==> src/rtl/apb_uart_tx.sv <==
// UART transmitter fed from a TX FIFO head: start bit, 5-8 data bits LSB first,
// optional parity, one or two stop bits. Frame configuration is captured at accept.
module apb_uart_tx #(
  parameter int DIV_WIDTH = 16
) (
  input  logic                 clk,
  input  logic                 reset_n,
  input  logic                 cfg_en_i,
  input  logic [DIV_WIDTH-1:0] cfg_div_i,
  input  logic [1:0]           cfg_bits_i,
  input  logic                 cfg_parity_en_i,
  input  logic                 cfg_parity_odd_i,
  input  logic                 cfg_stop2_i,
  input  logic [7:0]           data_i,
  input  logic                 valid_i,
  output logic                 ready_o,
  output logic                 tx_o,
  output logic                 busy_o,
  output logic                 done_o
);

  typedef enum logic [2:0] {IDLE, START, DATA, PARITY, STOP} state_t;

  state_t               state_q, state_d;
  logic [DIV_WIDTH-1:0] timer_q, timer_d, div_q;
  logic [2:0]           bit_cnt_q, bit_cnt_d;
  logic [7:0]           data_q, data_d;
  logic [1:0]           bits_q;
  logic                 par_en_q, par_q, stop2_q;
  logic                 tx_q, tx_d;
  logic                 accept, tc;
  logic [7:0]           data_mask;

  // ready is gated by reset_n so no pop can be offered while reset is held
  assign ready_o   = reset_n && cfg_en_i && (state_q == IDLE);
  assign accept    = valid_i && ready_o;
  assign tc        = (timer_q == div_q);
  assign data_mask = 8'hFF >> (2'd3 - cfg_bits_i);
  assign busy_o    = (state_q != IDLE);
  assign done_o    = (state_q == STOP) && tc && (bit_cnt_q == {2'b00, stop2_q});
  assign tx_o      = tx_q;

  always_comb begin
    state_d   = state_q;
    timer_d   = tc ? '0 : timer_q + DIV_WIDTH'(1);
    bit_cnt_d = bit_cnt_q;
    data_d    = data_q;
    tx_d      = tx_q;
    case (state_q)
      IDLE: begin
        timer_d = '0;
        tx_d    = 1'b1;
        if (accept) begin
          state_d   = START;
          tx_d      = 1'b0;
          bit_cnt_d = '0;
          data_d    = data_i;
        end
      end
      START: begin
        if (tc) begin
          state_d   = DATA;
          tx_d      = data_q[0];
          bit_cnt_d = '0;
        end
      end
      DATA: begin
        // last data bit index is 4 + bits, i.e. {1, bits}
        if (tc) begin
          if (bit_cnt_q == {1'b1, bits_q}) begin
            state_d   = par_en_q ? PARITY : STOP;
            tx_d      = par_en_q ? par_q : 1'b1;
            bit_cnt_d = '0;
          end else begin
            bit_cnt_d = bit_cnt_q + 3'd1;
            data_d    = data_q >> 1;
            tx_d      = data_q[1];
          end
        end
      end
      PARITY: begin
        if (tc) begin
          state_d   = STOP;
          tx_d      = 1'b1;
          bit_cnt_d = '0;
        end
      end
      STOP: begin
        if (tc) begin
          if (bit_cnt_q == {2'b00, stop2_q}) begin
            state_d = IDLE;
            tx_d    = 1'b1;
          end else begin
            bit_cnt_d = bit_cnt_q + 3'd1;
          end
        end
      end
      default: begin
        state_d = IDLE;
        tx_d    = 1'b1;
      end
    endcase
  end

  always_ff @(posedge clk or negedge reset_n) begin
    if (!reset_n) begin
      state_q   <= IDLE;
      timer_q   <= '0;
      bit_cnt_q <= '0;
      data_q    <= '0;
      tx_q      <= 1'b1;
      div_q     <= '0;
      bits_q    <= '0;
      par_en_q  <= 1'b0;
      par_q     <= 1'b0;
      stop2_q   <= 1'b0;
    end else begin
      state_q   <= state_d;
      timer_q   <= timer_d;
      bit_cnt_q <= bit_cnt_d;
      data_q    <= data_d;
      tx_q      <= tx_d;
      if (accept) begin
        div_q    <= cfg_div_i;
        bits_q   <= cfg_bits_i;
        par_en_q <= cfg_parity_en_i;
        par_q    <= (^(data_i & data_mask)) ^ cfg_parity_odd_i;
        stop2_q  <= cfg_stop2_i;
      end
    end
  end

endmodule

==> config.mk <==
export PLATFORM = sky130hd
export DESIGN_NAME = apb_uart_tx
export DESIGN_NICKNAME = d
export VERILOG_FILES = /design/src/rtl/apb_uart_tx.sv
export SDC_FILE = /design/constraint.sdc
export NUM_CORES = 1
export LEC_CHECK = 0
export BUFFER_PORTS_ARGS = -buffer_cell sky130_fd_sc_hd__buf_2
export CAP_MARGIN = 20
export CORE_ASPECT_RATIO = 0.9
export CORE_MARGIN = 1
export CORE_UTILIZATION = 53
export CTS_CLUSTER_SIZE = 20
export DETAILED_ROUTE_END_ITERATION = 16
export GPL_TIMING_DRIVEN = 0
export PLACE_DENSITY = 0.74
export SLEW_MARGIN = 30
export SYNTH_ARGS = -nofsm -noshare
export SYNTH_HDL_FRONTEND = slang
export SYNTH_SLANG_ARGS = --single-unit
==> constraint.sdc <==
create_clock -name clk -period 2.35 [get_ports clk]
set_input_delay 0 -clock clk [delete_from_list [all_inputs] [get_ports clk]]
set_output_delay 0 -clock clk [all_outputs]
set_load 0.005 [all_outputs]
==> metrics.md, run 1 <==
| Metric | Value |
|---|---|
| Final Worst Setup Slack | `0.177 ns` |
| Peak Freq | `460 MHz` |
| Yosys reg bits | `52` |
| DP Worst Slack | `between 0.2 and 0.25 ns` |
| Post-Syn Area | `about 0.0028 mm²` |
| Initial drt markers | `126` |
| Final worst-path cycle share | `0.924` |
| Slew HR | `0.682` |
| CP Data Required Time | `2.55 ns` |
| Die W | `a little under 80 µm` |
| Worst vdd ir | `about 490 µV` |
| Post-DP Area | `0.00311 mm²` |
| CTS Buf Count | `5` |
| Area grow syn2layout | `20.4%` |
| # Max-Cap Violations | `0` |
| Cell taking the most area after synthesis | `dfrtp_1` |
| Clock slew at reported path FFs | `0.09 ns` |
| Pwr/cell area | `approximately 900 mW/mm²` |
| Layout cells sized above 1 | `0.305` |
| Pleak | `about 0.0016 µW` |
| RSZ-0062 raised after global routing | `no` |
| GRT overflow | `0` |
| Clk buf depth | `2` |
| Vias in the first global route | `between 2000 and 2500` |
| Finished layout cell area | `0.00343 mm²` |
| First-pass GRT wire length | `a little under 10000 µm` |
| DP Wirelength | `3850 µm` |
| Mapped Cells | `roughly 250` |
| Gr usage total | `0.222` |
| Status | `finished, final reports clean` |
| Initial DRT Pass Iterations | `4` |
| Clk_lat worst skew | `around 0.31 ns` |
| Gp weighted congestion | `0.817` |
| Syn Nets | `287` |
| WL final | `5580 µm` |
| Top-count cell post-synth | `dfrtp_1` |
| Worst Setup Path Type | `reg -> reg` |
| Count of cell types in the netlist | `43` |
| Tmin final | `2.17 ns` |
| Final Util | `0.683` |
| Setup Skew | `0.00504 ns` |
| Post-CTS Repair Setup Buffers | `0` |
| Initial Util | `0.567` |
| CTS tree | `built` |
| Largest net degree at the start of global routing | `55` |
| # rows | `24` |
| Vias | `2069` |
| Crit path max fanout | `8` |
| Antenna viol nets, final | `0` |
| Sequential share of the synthesized area | `0.458` |
| Synth cell count leaders | `dfrtp_1 (51), mux2_2 (30), nor2_1 (24), xor2_1 (23), xnor2_1 (20)` |
| Initial antenna violation count | `0` |
| H-tree Lvls | `2` |
| Clk root buf | `clkbuf_8` |
| Fin nets | `352` |
| Die Span Y | `slightly above 70 µm` |
| DR vias/cell | `5.40` |
| Final Max Slew Viols | `0` |
| CP arrival | `between 2 and 2.5 ns` |
| Post-Syn Area per Cell | `approximately 11 µm²` |
| Crit end category | `flip-flop` |
| DRC viols | `0` |
| Sink Count | `52` |
| Dominant synthesized flop cell | `dfrtp_1` |
| Worst setup SP type | `flip-flop` |
| EDFF count, synth | `0` |
| Post-synth top area share | `0.449` |
| FILL cells | `between 300 and 400` |
| Routed len/inst | `about 15 µm` |
| Die ar. | `between 0.005 and 0.006 mm²` |
| Yosys warnings | `0` |
| ANT cells | `0` |
| HP Class | `in -> reg` |
| IO Pins | `37` |
| Final hold vios | `0` |
| Synth async-reset ratio | `1.00` |
| Ranking of synthesized cells by area | `dfrtp_1 (45%), mux2_2 (12%), xor2_1 (7.1%)` |
| Core Area | `0.00501 mm²` |
| Tightest Pin Transition | `roughly 0.48 ns` |
| Port Buffers | `36` |
| Count of final setup violators | `0` |
-- stage by stage --
step / power (µW) / TNS [ns] / hold slack, ns / std cells
2_1_floorplan: 2250 / 0 / -0.296 / 252
3_3_place_gp: 2490 / -1.00 / 0.232 / 353
3_5_place_dp: 2530 / 0 / 0.0845 / 353
4_1_cts: 3110 / 0 / 0.0657 / 383
5_1_grt: 3290 / 0 / 0.0835 / 383
6_report: 3090 / 0 / 0.0745 / 383
-- layer usage --
metal	GRT usage	wire length, µm
met4	0.0828	86
met2	0.335	2540
met3	0.0408	151
met1	0.319	2800
met5	0	0
-- flip-flops by register name, summed over array words and instances, names as in the netlist --
signal and cells:
state_q 3, data_q 8, par_q 1, par_en_q 1, bits_q 2, bit_cnt_q 3
div_q 16, tx_o 1, stop2_q 1, timer_q 16
-- critical path: stages, from the launching register on --
cell,delay [ns]
dfrtp_1,0.46
xor2_1,0.20
nor4_2,0.40
and4_1,0.26
buf_6,0.12
a31o_1,0.15
buf_6,0.16
mux2_4,0.31
-- cells by family after synthesis --
family	share of synthesized area
mux	0.156
flops	0.458
fa+ha+maj	0.00879
xor+xnor	0.132
compound gates	0.0576
simple gates	0.154
buf+inv	0.0334
-- placed cells by master (no fill, tap or decap), types with 2 or more instances in the layout --
master / netlist / final
nor4_1: 3 / 3
nand3_1: 10 / 10
dlygate4sd3_1: 0 / 22
and3_1: 3 / 3
nand2b_1: 2 / 2
clkbuf_1: 1 / 2
ha_1: 2 / 2
a211oi_1: 2 / 2
buf_4: 2 / 2
nand3b_1: 2 / 2
nand2_1: 10 / 10
inv_1: 9 / 9
mux2_4: 7 / 7
a31oi_1: 2 / 2
clkbuf_8: 0 / 6
nor3_1: 5 / 5
o21ai_0: 5 / 5
buf_2: 4 / 39
xor2_1: 23 / 23
dfrtp_1: 51 / 51
xnor2_1: 20 / 20
mux2_2: 30 / 30
nor4_2: 3 / 3
a21oi_1: 6 / 6
buf_6: 2 / 3
nor2_1: 24 / 24
or3_1: 5 / 5
and4_1: 2 / 2
-- worst paths after layout --
check,start,endpoint,slack [ns],cells past startpoint
max in group asynchronous,reset_n,tx_o,1.79,2
min in group asynchronous,reset_n,div_q[8],0.19,2
hold reg to reg,data_q[0],data_q[0],0.52,1
hold / removal,data_i[4],data_q[4],0.07,3
setup / recovery,timer_q[11],data_q[5],0.18,7
setup reg to reg,timer_q[11],data_q[5],0.18,7
-- what timing repair did --
| action | in CTS | in global routing |
|---|---|---|
| gates resized for setup | 0 | 1 |
| hold buffers | 22 | 0 |
| setup endpoints to repair | 0 | 2 |
| hold endpoints to repair | 72 | 0 |
-- report_power, final --
part	leakage (µW)	internal, µW	switching (µW)	total [µW]
clock network	0.0000445	240	302	542
registers	0.000660	1200	238	1440
logic	0.000872	580	530	1110
-- area by class of cell --
class                      count  area (µm²)  share of cell area
clock inverter                 1        7.51             0.00219
sequential                    52        1300               0.380
clock buffer                   7        86.3              0.0252
timing repair buffer          58         407               0.119
inverter                       9        33.8             0.00986
buffer                         9        61.3              0.0179
tap                           65        81.3              0.0237
multi-input combinational    182        1450               0.422
No activity file was read; power rests on OpenSTA's default activity.
==> inputs of run 2 (changes only) <==
Settings changed: CORE_UTILIZATION 53 to 40, PLACE_DENSITY 0.74 to not set.
==> run 2 against run 1 <==
  * Combinational power hardly changed
  * Worst hold slack got worse by 0.0013 ns
  * Sequential share of layout area decreased by 0.29 points
  * Register-to-register slack better by 0.06 ns
  * First-iteration DRC count fell by 30%
  * Largest power group unchanged
==> metrics.md, run 2 (synthesis gave the netlist of run 1 again) <==
| Metric | Value |
|---|---|
| Antenna viol nets, final | `0 (unchanged)` |
| CP arrival | `2.31 ns (was 2.37 ns)` |
| Crit path buffers/inverters | `2 (unchanged)` |
| Crit path capture | `data_q[6] (was data_q[5])` |
| Tmin final | `2.11 ns (was 2.17 ns)` |
| HP Class | `in -> reg (unchanged)` |
| # rows | `28 (was 24)` |
| Clock power share | `0.170 (was 0.175)` |
| R2r startpoint | `timer_q[11] (unchanged)` |
| Sw Share | `0.346 (about the same)` |
| Initial Util | `0.423 (was 0.567)` |
| Fin nets | `352 (unchanged)` |
| ANT cells | `0 (unchanged)` |
| Largest net degree at the start of global routing | `55 (unchanged)` |
| Die W | `90.9 µm (was 79.2 µm)` |
| Area grow syn2layout | `21.4% (was 20.4%)` |
| Hold Slack | `0.0732 ns (was 0.0745 ns)` |
| Sink Count | `52 (unchanged)` |
| DP Wirelength | `3860 µm (was 3850 µm)` |
| R2r endpoint | `data_q[6] (was data_q[5])` |
| Vias in the first global route | `2008 (was 2051)` |
| Sequential Power Share | `0.471 (was 0.465)` |
| Initial drt markers | `88 (was 126)` |
| Worst vdd ir | `449 µV (was 490 µV)` |
| Reg2Reg Depth | `7 (unchanged)` |
| Critical path cell sequence | `xor2_1 -> nor4_2 -> and4_1 -> buf_6 -> a31o_1 -> buf_6 -> mux2_4 (unchanged)` |
| Internal power | `1990 µW (was 2020 µW)` |
| P_sw | `1050 µW (was 1070 µW)` |
| Routed len/inst | `13.4 µm (was 14.6 µm)` |
| Count of final setup violators | `0 (unchanged)` |
| Commonest non-fill, non-tap cells in the layout | `dfrtp_1 (51), buf_2 (39), mux2_2 (30) (unchanged)` |
| Cell family with most CP delay | `simple AND/OR/NAND/NOR gates (unchanged)` |
| Clk_lat worst skew | `0.31 ns (about the same)` |
| Most common cell after layout, fill and taps aside | `dfrtp_1 (unchanged)` |
| CTS tree | `built (unchanged)` |
| Initial antenna violation count | `0 (unchanged)` |
| Tightest Pin Transition | `0.476 ns (was 0.477 ns)` |
| Final worst-path cycle share | `0.898 (was 0.924)` |
| Vias | `1965 (was 2069)` |
| Die ar. | `0.00745 mm² (was 0.00567 mm²)` |
| Final Max Slew Viols | `0 (unchanged)` |
| CP Launch Point | `timer_q[11] (unchanged)` |
| Pleak | `0.00157 µW (was 0.00158 µW)` |
| Core Area | `0.00673 mm² (was 0.00501 mm²)` |
| Port Buffers | `36 (unchanged)` |
| Initial DRT Pass Iterations | `4 (unchanged)` |
| Slew HR | `0.683 (was 0.682)` |
| Clock slew at reported path FFs | `0.09 ns (about the same)` |
| GRT overflow | `0 (unchanged)` |
| Die Span Y | `82.0 µm (was 71.5 µm)` |
| RSZ-0062 raised after global routing | `no (unchanged)` |
| Peak Freq | `474 MHz (was 460 MHz)` |
| Clk buf depth | `2 (unchanged)` |
| H-tree Lvls | `2 (unchanged)` |
| Status | `finished, final reports clean (unchanged)` |
| DRC viols | `0 (unchanged)` |
| DR vias/cell | `4.82 (was 5.40)` |
| Gp weighted congestion | `0.809 (was 0.817)` |
| Non-Filler Instances | `408 (was 383)` |
| Placed Cells | `378 (was 353)` |
| Worst setup SP type | `flip-flop (unchanged)` |
| CP Data Required Time | `2.55 ns (about the same)` |
| IO Pins | `37 (unchanged)` |
| Largest registers | `div_q: 16 flops, timer_q: 16 flops, data_q: 8 flops (unchanged)` |
| Critical path's largest stage delay | `0.45 ns (was 0.46 ns)` |
| Gate power share | `0.359 (about the same)` |
| CTS Buf Count | `5 (unchanged)` |
| FILL cells | `636 (was 382)` |
| CP most frequent cell | `buf_6 (unchanged)` |
| First-pass GRT wire length | `9390 µm (was 9640 µm)` |
| Setup Skew | `0.0129 ns (was 0.00504 ns)` |
| Gr usage total | `0.160 (was 0.222)` |
| Crit end category | `flip-flop (unchanged)` |
| Final hold vios | `0 (unchanged)` |
| # Max-Cap Violations | `0 (unchanged)` |
| Pwr/cell area | `882 mW/mm² (was 902 mW/mm²)` |
| R2r setup slk | `0.24 ns (was 0.18 ns)` |
| CP Depth | `7 (unchanged)` |
| Slowest CP cell | `dfrtp_1 (unchanged)` |
| Layout cells sized above 1 | `0.305 (unchanged)` |
| Worst Setup Path Type | `reg -> reg (unchanged)` |
| WL final | `5450 µm (was 5580 µm)` |
| Crit path max fanout | `8 (unchanged)` |
| Clk root buf | `clkbuf_8 (unchanged)` |
run 2: changes by cell type in the layout (fill, tap and decap cells not counted):
cell      previous run  this run
clkinv_4             0         1
clkbuf_8             6         5
run 2: per-stage QoR:
step / setup WS (ns) / total power [µW] / cell area [µm²] / utilization / TNS (ns)
floorplan: 0.436 / 2250 / 2850 / - / 0
global placement: -0.111 / 2510 / 3140 / 0.467 / -2.25
detailed placement: 0.243 / 2530 / 3140 / 0.467 / 0
CTS: 0.125 / 3090 / 3450 / 0.513 / 0
global route: 0.117 / 3270 / 3450 / 0.513 / 0
finish: 0.239 / 3050 / 3450 / 0.513 / 0
run 2: area by class of cell:
cell class,instances,area [µm²],share of cell area
Sequential cell,52,1300,0.377
Clock buffer,6,72.6,0.0210
Buffer,9,61.3,0.0178
Clock inverter,2,16.3,0.00471
Tap cell,90,113,0.0326
Timing Repair Buffer,58,407,0.118
Multi-Input combinational cell,182,1450,0.419
Inverter,9,33.8,0.00978
run 2: tightest hold or removal path, stage by stage:
cell	delay (ns)
buf_2	0.09
mux2_2	0.14
mux2_4	0.13
run 2: power groups by stage:
stage	logic [µW]	clock network (µW)	registers (µW)
floorplan	871	0	1380
global placement	1060	0	1450
detailed placement	1070	0	1460
CTS	1110	541	1440
global route	1220	575	1480
finish	1100	517	1440
run 2: repair_timing:
action / CTS / global route
resized for setup: 0 / 1
hold buffers: 22 / 0
endpoints found under the hold margin: 72 / 0
endpoints found under the setup margin: 0 / 2
buffers inserted: 0 / 0
run 2: layer usage:
layer  track usage  vias to the layer above  share of wire
met4        0.0540                        0          0.010
met5             0                        -              0
met1         0.226                      919           0.52
met3        0.0315                        6          0.035
met2         0.248                       32           0.43
li1              -                     1008              -
run 2: worst min path at each step:
stage	cells after the start	to	slack, ns	from
2_1_floorplan	0	bit_cnt_q[0]	-0.30	reset_n
3_3_place_gp	2	div_q[0]	0.23	cfg_div_i[0]
3_5_place_dp	1	div_q[8]	0.09	reset_n
4_1_cts	3	data_q[3]	0.07	data_i[3]
5_1_grt	3	data_q[4]	0.07	data_i[4]
6_report	3	data_q[5]	0.07	data_i[5]
==> inputs of run 3 (changes only) <==
Clock period 2.35 ns to 1.7 ns, I/O delays scaled along.
==> run 3 against run 2 <==
  * The flow now finishes with violations (negative hold slack, negative setup slack)
  * Wire length is 22% higher
  * Global-route usage is 2.5 points higher
  * Fmax increased by 5.7%
  * Clock power grew 81%
  * Via count grew 14%
  * Combinational power rose by 120%
  * Clock skew is 0.0018 ns lower
  * Non-clock buffer count increased by 37
  * Sequential power up 42%
  * Largest power group is now combinational cells
==> metrics.md, run 3 (synthesis gave the netlist of run 1 again) <==
| Metric | Value |
|---|---|
| Status | `complete, but fails checks (was finished, final reports clean)` |
| Failing checks | `negative hold slack, negative setup slack` |
| DP Worst Slack | `-0.418 ns (was 0.243 ns)` |
| Slew HR | `0.669 (was 0.683)` |
| DRC viols | `0 (unchanged)` |
| WL final | `6640 µm (was 5450 µm)` |
| Initial drt markers | `92 (was 88)` |
| Worst vdd ir | `635 µV (was 449 µV)` |
| Die W | `90.9 µm (unchanged)` |
| Crit path max fanout | `8 (unchanged)` |
| Final Worst Setup Slack | `-0.297 ns (was 0.239 ns)` |
| Routed len/inst | `14.9 µm (was 13.4 µm)` |
| Clk buf depth | `2 (unchanged)` |
| # rows | `28 (unchanged)` |
| Core Area | `0.00673 mm² (unchanged)` |
| Most common cell after layout, fill and taps aside | `dfrtp_1 (unchanged)` |
| Non-Filler Instances | `445 (was 408)` |
| Gp weighted congestion | `0.832 (was 0.809)` |
| CTS Buf Count | `5 (unchanged)` |
| Vias in the first global route | `2218 (was 2008)` |
| Commonest non-fill, non-tap cells in the layout | `dfrtp_1 (47), buf_2 (36), mux2_4 (29) (was dfrtp_1 (51), buf_2 (39), mux2_2 (30))` |
| First-pass GRT wire length | `10700 µm (was 9390 µm)` |
| Worst Setup Path Type | `reg -> reg (unchanged)` |
| FILL cells | `561 (was 636)` |
| Vias | `2243 (was 1965)` |
| Initial DRT Pass Iterations | `5 (was 4)` |
| H-tree Lvls | `2 (unchanged)` |
| Area grow syn2layout | `48.2% (was 21.4%)` |
| # hold bufs at CTS | `21 (was 22)` |
| Hold Slack | `-0.368 ns (was 0.0732 ns)` |
| Final Max Slew Viols | `0 (unchanged)` |
| Peak Freq | `501 MHz (was 474 MHz)` |
| CP arrival | `2.19 ns (was 2.31 ns)` |
| Final hold vios | `52 (was 0)` |
| ANT cells | `0 (unchanged)` |
| Count of final setup violators | `42 (was 0)` |
| Final worst-path cycle share | `1.17 (was 0.898)` |
| Pleak | `0.00192 µW (was 0.00157 µW)` |
| Initial antenna violation count | `0 (unchanged)` |
| CTS tree | `built (unchanged)` |
| Pwr/cell area | `1280 mW/mm² (was 882 mW/mm²)` |
| Final TNS setup | `-6.51 ns (was 0 ns)` |
| Antenna viol nets, final | `0 (unchanged)` |
| DP Wirelength | `3950 µm (was 3860 µm)` |
| Die ar. | `0.00745 mm² (unchanged)` |
| Clock slew at reported path FFs | `0.10 ns (was 0.09 ns)` |
| RSZ-0062 raised after global routing | `yes (was no)` |
| Placed Cells | `378 (unchanged)` |
| Clk_lat worst skew | `0.31 ns (about the same)` |
| CP Data Required Time | `1.90 ns (was 2.55 ns)` |
| Initial Util | `0.423 (unchanged)` |
| HP Class | `in -> async (was in -> reg)` |
| Gr usage total | `0.185 (was 0.160)` |
| IO Pins | `37 (unchanged)` |
| Final Util | `0.627 (was 0.513)` |
| Largest registers | `div_q: 16 flops, timer_q: 16 flops, data_q: 8 flops (unchanged)` |
| Worst setup SP type | `flip-flop (unchanged)` |
| Layout cells sized above 1 | `0.487 (was 0.305)` |
| Sink Count | `52 (unchanged)` |
| Fin nets | `389 (was 352)` |
| Largest net degree at the start of global routing | `55 (unchanged)` |
| Register area | `0.00131 mm² (was 0.00130 mm²)` |
| Port Buffers | `36 (unchanged)` |
| GRT overflow | `0 (unchanged)` |
| DR vias/cell | `5.04 (was 4.82)` |
| Tightest Pin Transition | `0.496 ns (was 0.476 ns)` |
| Die Span Y | `82.0 µm (unchanged)` |
| Clk root buf | `clkbuf_8 (unchanged)` |
| Tmin final | `2.00 ns (was 2.11 ns)` |
| Area of the multi-input gates | `0.00176 mm² (was 0.00145 mm²)` |
| Crit end category | `flip-flop (unchanged)` |
| Setup Skew | `0.0111 ns (was 0.0129 ns)` |
| # Max-Cap Violations | `0 (unchanged)` |
-- run 3: cell count changes in the layout (fill, tap and decap cells not counted), sizes merged --
cell and change:
clkinv -1, buf +38, dlymetal6s2s +1, clkinvlp -1, dlygate4sd3 -1, bufinv +1
-- run 3: final timing paths --
check,endpoint,start,cells after the start,slack [ns]
setup / recovery,data_q[6],div_q[5],6,-0.30
hold / removal,div_q[8],reset_n,1,-0.37
setup reg to reg,data_q[6],div_q[5],6,-0.30
hold reg to reg,data_q[0],data_q[0],1,0.51
max in group asynchronous,timer_q[1],reset_n,1,1.68
min in group clk,data_q[5],data_i[5],3,0.07
-- run 3: timing repair --
action | 4_1_cts | 5_1_grt
endpoints found under the setup margin | 53 | 54
endpoints found under the hold margin | 72 | 51
pin swaps | 13 | 23
buffers inserted | 24 | 16
gates resized for setup | 31 | 51
cloned | 3 | 0
-- run 3: final cells by class --
class	instances	area share
plain buffers	4	0.0122
flip-flops and latches	52	0.310
clock buffers	7	0.0228
inverters	9	0.00801
repair buffers	100	0.196
well taps	90	0.0267
multi-input cells	182	0.417
clock inverters	1	0.00712
-- run 3: worst max-delay path, cell delays in order (launching register included) --
cell	delay (ns)
dfrtp_1	0.43
xor2_2	0.20
nor4_4	0.34
and4_4	0.29
a31o_1	0.15
buf_6	0.16
mux2_4	0.31
-- run 3: per-layer routing --
metal	up-vias	wire length, µm	part of all wire	global-route usage
met5	-	0	0	0
met4	0	54	0.0081	0.0492
met1	1120	3260	0.49	0.265
li1	1079	-	-	-
met3	5	171	0.026	0.0287
met2	39	3150	0.47	0.292
-- run 3: per-stage QoR --
stage	area (µm²)	hold slack, ns	power (µW)
after floorplan	2940	-0.296	3280
after global placement	3240	0.232	3640
after detailed placement	3240	0.0926	3690
after CTS	3910	-0.247	5000
after global routing	4220	-0.341	5720
final	4220	-0.368	5380
-- run 3: power breakdown --
group	total, µW	switching (µW)	internal (µW)
logic	2410	1030	1380
registers	2040	370	1670
clock network	938	417	520
total	5380	1810	3570
